**src/rtl/vga_timing_gen_if.sv**
```systemverilog
// Bus between the VGA timing generator and its neighbours: pixel enable and
// pattern colour in; counters, syncs, data-enable and blanked colour out.
interface vga_timing_gen_if;
    logic        pix_ce;
    logic [3:0]  in_r;
    logic [3:0]  in_g;
    logic [3:0]  in_b;
    logic [10:0] h_cnt;
    logic [10:0] v_cnt;
    logic [3:0]  o_r;
    logic [3:0]  o_g;
    logic [3:0]  o_b;
    logic        h_sync;
    logic        v_sync;
    logic        de;
    logic        frame_start;

    modport master (
        input  pix_ce, in_r, in_g, in_b,
        output h_cnt, v_cnt, o_r, o_g, o_b, h_sync, v_sync, de, frame_start
    );

    modport slave (
        output pix_ce, in_r, in_g, in_b,
        input  h_cnt, v_cnt, o_r, o_g, o_b, h_sync, v_sync, de, frame_start
    );
endinterface

```
**src/rtl/vga_timing_gen.sv**
```systemverilog
// VGA pixel timing and output stage: h/v counters, registered syncs and
// blanked colour, all advancing on a pixel clock-enable of the system clock.
module vga_timing_gen #(
    parameter int H_SYNC   = 96,
    parameter int H_BACK   = 48,
    parameter int H_ACTIVE = 640,
    parameter int H_FRONT  = 16,
    parameter int V_SYNC   = 2,
    parameter int V_BACK   = 33,
    parameter int V_ACTIVE = 480,
    parameter int V_FRONT  = 10,
    parameter bit SYNC_POL = 1'b0
) (
    input  logic             clk,
    input  logic             rst,
    vga_timing_gen_if.master bus
);

    localparam int H_TOTAL = H_SYNC + H_BACK + H_ACTIVE + H_FRONT;
    localparam int V_TOTAL = V_SYNC + V_BACK + V_ACTIVE + V_FRONT;

    localparam logic [10:0] H_LAST     = 11'(H_TOTAL - 1);
    localparam logic [10:0] H_SYNC_END = 11'(H_SYNC);
    localparam logic [10:0] H_ACT_BEG  = 11'(H_SYNC + H_BACK);
    localparam logic [10:0] H_ACT_END  = 11'(H_SYNC + H_BACK + H_ACTIVE);
    localparam logic [10:0] V_LAST     = 11'(V_TOTAL - 1);
    localparam logic [10:0] V_SYNC_END = 11'(V_SYNC);
    localparam logic [10:0] V_ACT_BEG  = 11'(V_SYNC + V_BACK);
    localparam logic [10:0] V_ACT_END  = 11'(V_SYNC + V_BACK + V_ACTIVE);

    generate
        if (H_TOTAL > 2047 || V_TOTAL > 2047) begin : g_size_check
            $error("vga_timing_gen: line or frame total does not fit the 11-bit counters");
        end
    endgenerate

    logic [10:0] h_q;
    logic [10:0] v_q;
    logic [3:0]  r_q;
    logic [3:0]  g_q;
    logic [3:0]  b_q;
    logic        hs_q;
    logic        vs_q;
    logic        de_q;
    logic        fs_q;

    logic h_last;
    logic v_last;
    logic h_act;
    logic v_act;
    logic active;

    assign h_last = (h_q == H_LAST);
    assign v_last = (v_q == V_LAST);
    assign h_act  = (h_q >= H_ACT_BEG) && (h_q < H_ACT_END);
    assign v_act  = (v_q >= V_ACT_BEG) && (v_q < V_ACT_END);
    assign active = h_act && v_act;

    always_ff @(posedge clk or posedge rst) begin
        if (rst) begin
            h_q <= '0;
            v_q <= '0;
        end else if (bus.pix_ce) begin
            if (h_last) begin
                h_q <= '0;
                v_q <= v_last ? 11'd0 : v_q + 11'd1;
            end else begin
                h_q <= h_q + 11'd1;
            end
        end
    end

    // Sample the position currently shown on h_cnt/v_cnt together with the
    // pattern colour derived from it, so colour and sync leave aligned.
    always_ff @(posedge clk or posedge rst) begin
        if (rst) begin
            r_q  <= '0;
            g_q  <= '0;
            b_q  <= '0;
            de_q <= 1'b0;
            hs_q <= ~SYNC_POL;
            vs_q <= ~SYNC_POL;
        end else if (bus.pix_ce) begin
            r_q  <= active ? bus.in_r : 4'h0;
            g_q  <= active ? bus.in_g : 4'h0;
            b_q  <= active ? bus.in_b : 4'h0;
            de_q <= active;
            hs_q <= (h_q < H_SYNC_END) ? SYNC_POL : ~SYNC_POL;
            vs_q <= (v_q < V_SYNC_END) ? SYNC_POL : ~SYNC_POL;
        end
    end

    // Updated every clk rather than per pixel so the pulse stays one clk wide.
    always_ff @(posedge clk or posedge rst) begin
        if (rst) begin
            fs_q <= 1'b0;
        end else begin
            fs_q <= bus.pix_ce && h_last && v_last;
        end
    end

    assign bus.h_cnt       = h_q;
    assign bus.v_cnt       = v_q;
    assign bus.o_r         = r_q;
    assign bus.o_g         = g_q;
    assign bus.o_b         = b_q;
    assign bus.h_sync      = hs_q;
    assign bus.v_sync      = vs_q;
    assign bus.de          = de_q;
    assign bus.frame_start = fs_q;

endmodule

```
**src/flat_wrapper.sv**
```systemverilog
// flat-port wrapper written by rule: the top's interface ports become plain ports
module vga_timing_gen_flat 
#(
    parameter int H_SYNC   = 96,
    parameter int H_BACK   = 48,
    parameter int H_ACTIVE = 640,
    parameter int H_FRONT  = 16,
    parameter int V_SYNC   = 2,
    parameter int V_BACK   = 33,
    parameter int V_ACTIVE = 480,
    parameter int V_FRONT  = 10,
    parameter bit SYNC_POL = 1'b0
)
  (clk, rst, bus_pix_ce, bus_in_r, bus_in_g, bus_in_b, bus_h_cnt, bus_v_cnt, bus_o_r, bus_o_g, bus_o_b, bus_h_sync, bus_v_sync, bus_de, bus_frame_start);
  vga_timing_gen_if bus_i ();
  input  logic clk;
  input  logic rst;
  input wire logic [$bits(bus_i.pix_ce)-1:0] bus_pix_ce;
  input wire logic [$bits(bus_i.in_r)-1:0] bus_in_r;
  input wire logic [$bits(bus_i.in_g)-1:0] bus_in_g;
  input wire logic [$bits(bus_i.in_b)-1:0] bus_in_b;
  output wire logic [$bits(bus_i.h_cnt)-1:0] bus_h_cnt;
  output wire logic [$bits(bus_i.v_cnt)-1:0] bus_v_cnt;
  output wire logic [$bits(bus_i.o_r)-1:0] bus_o_r;
  output wire logic [$bits(bus_i.o_g)-1:0] bus_o_g;
  output wire logic [$bits(bus_i.o_b)-1:0] bus_o_b;
  output wire logic [$bits(bus_i.h_sync)-1:0] bus_h_sync;
  output wire logic [$bits(bus_i.v_sync)-1:0] bus_v_sync;
  output wire logic [$bits(bus_i.de)-1:0] bus_de;
  output wire logic [$bits(bus_i.frame_start)-1:0] bus_frame_start;
  assign bus_i.pix_ce = bus_pix_ce;
  assign bus_i.in_r = bus_in_r;
  assign bus_i.in_g = bus_in_g;
  assign bus_i.in_b = bus_in_b;
  assign bus_h_cnt = bus_i.h_cnt;
  assign bus_v_cnt = bus_i.v_cnt;
  assign bus_o_r = bus_i.o_r;
  assign bus_o_g = bus_i.o_g;
  assign bus_o_b = bus_i.o_b;
  assign bus_h_sync = bus_i.h_sync;
  assign bus_v_sync = bus_i.v_sync;
  assign bus_de = bus_i.de;
  assign bus_frame_start = bus_i.frame_start;
  vga_timing_gen #(.H_SYNC(H_SYNC), .H_BACK(H_BACK), .H_ACTIVE(H_ACTIVE), .H_FRONT(H_FRONT), .V_SYNC(V_SYNC), .V_BACK(V_BACK), .V_ACTIVE(V_ACTIVE), .V_FRONT(V_FRONT), .SYNC_POL(SYNC_POL)) u_core (.clk(clk), .rst(rst), .bus(bus_i));
endmodule
```
**config.mk**
```make
export PLATFORM = sky130hd
export DESIGN_NAME = vga_timing_gen_flat
export DESIGN_NICKNAME = d
export VERILOG_FILES = /design/src/rtl/vga_timing_gen_if.sv /design/src/rtl/vga_timing_gen.sv /design/src/flat_wrapper.sv
export SDC_FILE = /design/constraint.sdc
export NUM_CORES = 1
export LEC_CHECK = 0
export CORE_ASPECT_RATIO = 0.5
export CORE_UTILIZATION = 47
export DETAILED_ROUTE_END_ITERATION = 8
export PLACE_DENSITY = 0.85
export SLEW_MARGIN = 10
export SYNTH_ARGS = -nofsm -noshare
export SYNTH_HDL_FRONTEND = slang
export SYNTH_SLANG_ARGS = --single-unit
```
**constraint.sdc**
```tcl
create_clock -name clk -period 2.46 [get_ports clk]
set_clock_uncertainty 0.15 [all_clocks]
set_input_delay 0.738 -clock clk [delete_from_list [all_inputs] [get_ports clk]]
set_output_delay 0.738 -clock clk [all_outputs]
set_load 0.05 [all_outputs]
```
* After elaboration in Yosys (flattened, before gate mapping)
Cells that the tools add are included.
Cells by class: add/sub/neg operators 2, order comparisons 6, equality and inequality tests 2, multiplexer cells 7, reductions and logical operators 6
Operators with widths (count):
- adder 11 x 1 -> 11 bit, second input constant | 2
- equality test 11 x 10 -> 1 bit, second input constant | 2
- less-than comparator 11 x 10 -> 1 bit, second input constant | 2
- 2-to-1 mux 11 bit | 2
- 2-to-1 mux 4 bit | 3
- >= comparator 11 x 6 -> 1 bit, second input constant | 1
- >= comparator 11 x 8 -> 1 bit, second input constant | 1
- less-than comparator 11 x 2 -> 1 bit, second input constant | 1
- less-than comparator 11 x 7 -> 1 bit, second input constant | 1
- logical AND 1 bit | 5
- 2-to-1 mux 1 bit | 2
- AND reduction 2 bit | 1
Word-level totals: register bits after elaboration 38, input port bits 15, output and inout bits 38, logic and storage cells 32

* Logic depth before layout (Yosys ltp)
word-level depth 4, depth in mapped cells 7

* Worst setup path before layout
No wires, ideal clock.
kind register to register, from reg u_core.v_q[7], in the netlist u_core.bus.v_cnt[7], to reg u_core.v_q[4], in the netlist u_core.bus.v_cnt[4], library setup time 121 ps, arrival time 2046 ps, required time 2189 ps, setup slack 143 ps, cell stages (with the launch flop) 6, buffers on the path 1, clock period less this slack 2317 ps, path through dfrtp_1 > or3_4 > or4_4 > buf_6 > a21o_1 > a22o_1
On the way: longest elaborated chain between the ends 2
RTL lines:
- from (decl) | line vga_timing_gen.sv:38 | logic [10:0] v_q;
- from (signal assigned) | line vga_timing_gen.sv:66 | v_q <= v_last ? 11'd0 : v_q + 11'd1;
- equality test 11 x 10 -> 1 bit | line vga_timing_gen.sv:54 | assign v_last = (v_q == V_LAST);
- 2-to-1 mux 11 bit | line vga_timing_gen.sv:66
No other way between the ends. A chain may end at the register's enable or synchronous reset.

* Final worst setup path
from reg u_core.v_q[8], in the netlist u_core.bus.v_cnt[8], to out bus_v_cnt[8]
RTL lines:
- to (decl) | line flat_wrapper.sv:23 | output wire logic [$bits(bus_i.v_cnt)-1:0] bus_v_cnt;
No word-level cell between the ends.

==> flow_summary.json <==
{
  "ys_seq_elements": 38,
  "cap_violations": 0,
  "yosysMostFrequentCell": "dfrtp_1",
  "ant_nets": 0,
  "power.switching_mw": 0.584,
  "avgSynthCellArea_sq_um": 9.60,
  "routabilityCongestion": 0.874,
  "cts-resized-gates": 0,
  "synth_flop_cell": "dfrtp_1",
  "cts_root_buffer": "clkbuf_8",
  "total_power_mw": 1.64,
  "io_buffers": 52,
  "cp.buffers_inverters": 1,
  "min_period_ps": 2400,
  "cts_buffers": 5,
  "clk_pin_slew_worst_paths_ps": 70,
  "dr.pass1.iters": 4,
  "synth_cells": 194,
  "start_kind": "flip-flop",
  "crit_cells": 1,
  "grt_pass1_vias": 1490,
  "seqPwrFrac": 0.465,
  "crit_type": "reg -> out",
  "dp_cells": 301,
  "clkLatencyLatePin_ps": 290,
  "syn_area_sq_mm": 0.00186,
  "synth_edf_count": 0,
  "overflow": 0,
  "setup_ws_ps": 58.3,
  "hold_class": "reg -> reg",
  "synth_top_area_frac": 0.484,
  "synthArstFlopShare": 1.00,
  "slowest_delay_ps": 820,
  "initial_core_util": 0.517,
  "worstPathArrival_ps": 1510,
  "num-nets-final": 275,
  "worstSetupEndpointType": "primary output",
  "stdcell_area_sq_mm": 0.00255,
  "clock_sinks": 38,
  "power_density_mw_per_mm2": 643,
  "relSlewSlack": 0.657,
  "dieArea_sq_mm": 0.00423,
  "wirelength_mm": 4.45,
  "ys_warn_count": 0,
  "area_growth_syn_to_layout_pct": 36.8,
  "via_per_inst": 5.28,
  "routedWlPerCell_um": 14.4,
  "cts_max_level": 2,
  "power_leakage_nw": 1.18,
  "crit_fanout": 4,
  "synth_top_area_cell": "dfrtp_1",
  "drive_above_1_share": 0.198,
  "antenna_found_initial": 0,
  "dp_hpwl_mm": 3.28,
  "row_count": 15,
  "critPathTopFamily": "buffers and inverters",
  "cts_setup_buffers": 0,
  "track_usage": 0.222,
  "rsz0062_at_grt": "no",
  "grt_max_degree": 30,
  "seq_area_frac_synth": 0.512,
  "crit_path_top_delay_cell": "clkdlybuf4s50_1",
  "synth_common_cells": "dfrtp_1, inv_1, o22ai_1, nor2_1, nand3_1",
  "ir_worst_vdd_uv": 298,
  "period_share": 0.976,
  "seqCellArea_sq_um": 953,
  "place_area_sq_mm": 0.00245,
  "yosysUniqueCellTypes": 42,
  "grt_pass1_wl_mm": 7.15,
  "core-area_sq_mm": 0.00360,
  "hold_violations": 0,
  "syn_nets": 212,
  "clock_power_share": 0.275,
  "p_int_mw": 1.05,
  "worstMarginPinSlew_ps": 513,
  "num_antenna_cells": 0,
  "cts_tree": "done",
  "dp_slack_ps": -72.1,
  "r2r_cells": 4,
  "multi_input_area_sq_um": 738,
  "whs_path_depth": 2,
  "num_vias": 1633,
  "drc_errors": 0,
  "holdBufCountCts": 0,
  "slew_viol_final": 0,
  "die_y_um": 46.5,
  "finalCoreUtilization": 0.707,
  "crit_required_ps": 1570,
  "outcome": "completed",
  "io_pins": 53,
  "die_w_um": 91.0,
  "drtIter0Drc": 153,
  "crit_chain": "clkdlybuf4s50_1",
  "setup_viol": 0,
  "sw_frac_of_total": 0.357,
  "fin_cells": 309,
  "p_comb_frac": 0.260,
  "max_freq_mhz": 416,
  "ctsLongestPathBuffers": 2,
  "synth.area.top_cells": "dfrtp_1, inv_1, o22ai_1, xor2_1, dfstp_2",
  "fill_cells": 273
}
-- area by class of cell --
| type | instances | area share |
|---|---|---|
| sequential | 38 | 0.374 |
| multi-input combinational | 113 | 0.290 |
| timing repair buffer | 64 | 0.222 |
| inverter | 35 | 0.0516 |
| clock buffer | 6 | 0.0324 |
| tap | 51 | 0.0250 |
| clock inverter | 2 | 0.00491 |
-- power by group through the flow --
stage | Clock (mW) | Combinational, mW | Sequential [mW]
after floorplan | 0 | 0.135 | 0.897
after global placement | 0 | 0.413 | 0.766
after detailed placement | 0 | 0.422 | 0.771
after CTS | 0.458 | 0.427 | 0.759
after global routing | 0.481 | 0.450 | 0.772
final | 0.451 | 0.426 | 0.762
-- state kept, by name (all words and copies together) (netlist names) --
register,count
u_core.bus.h_sync,1
u_core.bus.v_sync,1
u_core.bus.o_r,4
u_core.bus.v_cnt,11
u_core.bus.o_b,4
u_core.bus.frame_start,1
u_core.bus.de,1
u_core.bus.o_g,4
u_core.bus.h_cnt,11
-- worst register-to-register path, stage by stage, from the launching register on --
cell     delay [ps]
dfrtp_1         450
or3_4           430
or4_4           590
and2_1          210
a22o_1          190
-- cell families (layout without fill, tap and decap cells) --
group | after synthesis | count (layout) | synth area share
simple gates | 62 | 62 | 0.187
compound gates | 34 | 34 | 0.122
fa+ha+maj | 3 | 3 | 0.0202
mux | 2 | 2 | 0.0114
xor+xnor | 12 | 12 | 0.0565
buf+inv | 43 | 107 | 0.0914
flops | 38 | 38 | 0.512
-- final timing paths --
kind	start	endpoint	slack [ps]
worst max-delay path	u_core.bus.v_cnt[8]	bus_v_cnt[8]	60
worst min-delay path	u_core.bus.v_sync	u_core.bus.v_sync	340
worst max register to register	u_core.bus.v_cnt[7]	u_core.bus.v_cnt[4]	330
worst min register to register	u_core.bus.v_sync	u_core.bus.v_sync	340
max in group asynchronous	rst	u_core.bus.h_sync	1000
min in group asynchronous	rst	u_core.bus.o_b[2]	600
-- cells in the final DEF (no fill, tap or decap), types with 2 or more instances in the layout --
cell,netlist,layout
and2_1,3,3
a21oi_1,4,4
inv_1,35,35
dfstp_2,2,2
nor3_1,7,7
a22o_1,3,3
and3_1,3,3
nor4_1,3,3
or2_2,2,2
o21ai_0,4,4
xnor2_1,4,4
ha_1,3,3
and4_1,3,3
clkbuf_8,0,6
or3_1,2,2
clkdlybuf4s50_1,0,29
dfrtp_1,36,36
o22ai_1,14,14
nor2_1,12,12
nand2_1,6,6
buf_4,0,34
xor2_1,8,8
nand4_1,4,4
nand3_1,10,10
-- per-layer routing --
metal,routed length [um],GRT usage,vias to the layer above
met2,2040,0.358,53
li1,-,-,789
met4,31,0.0698,0
met5,0,0,-
met1,2080,0.298,786
met3,292,0.0627,5
-- metrics by stage --
stage,TNS [ps],hold slack (ps)
global placement,0,348
CTS,0,339
finish,0,337
detailed placement,-526,326
floorplan,0,441
global route,0,382
Power figures use the tool's default switching activity.
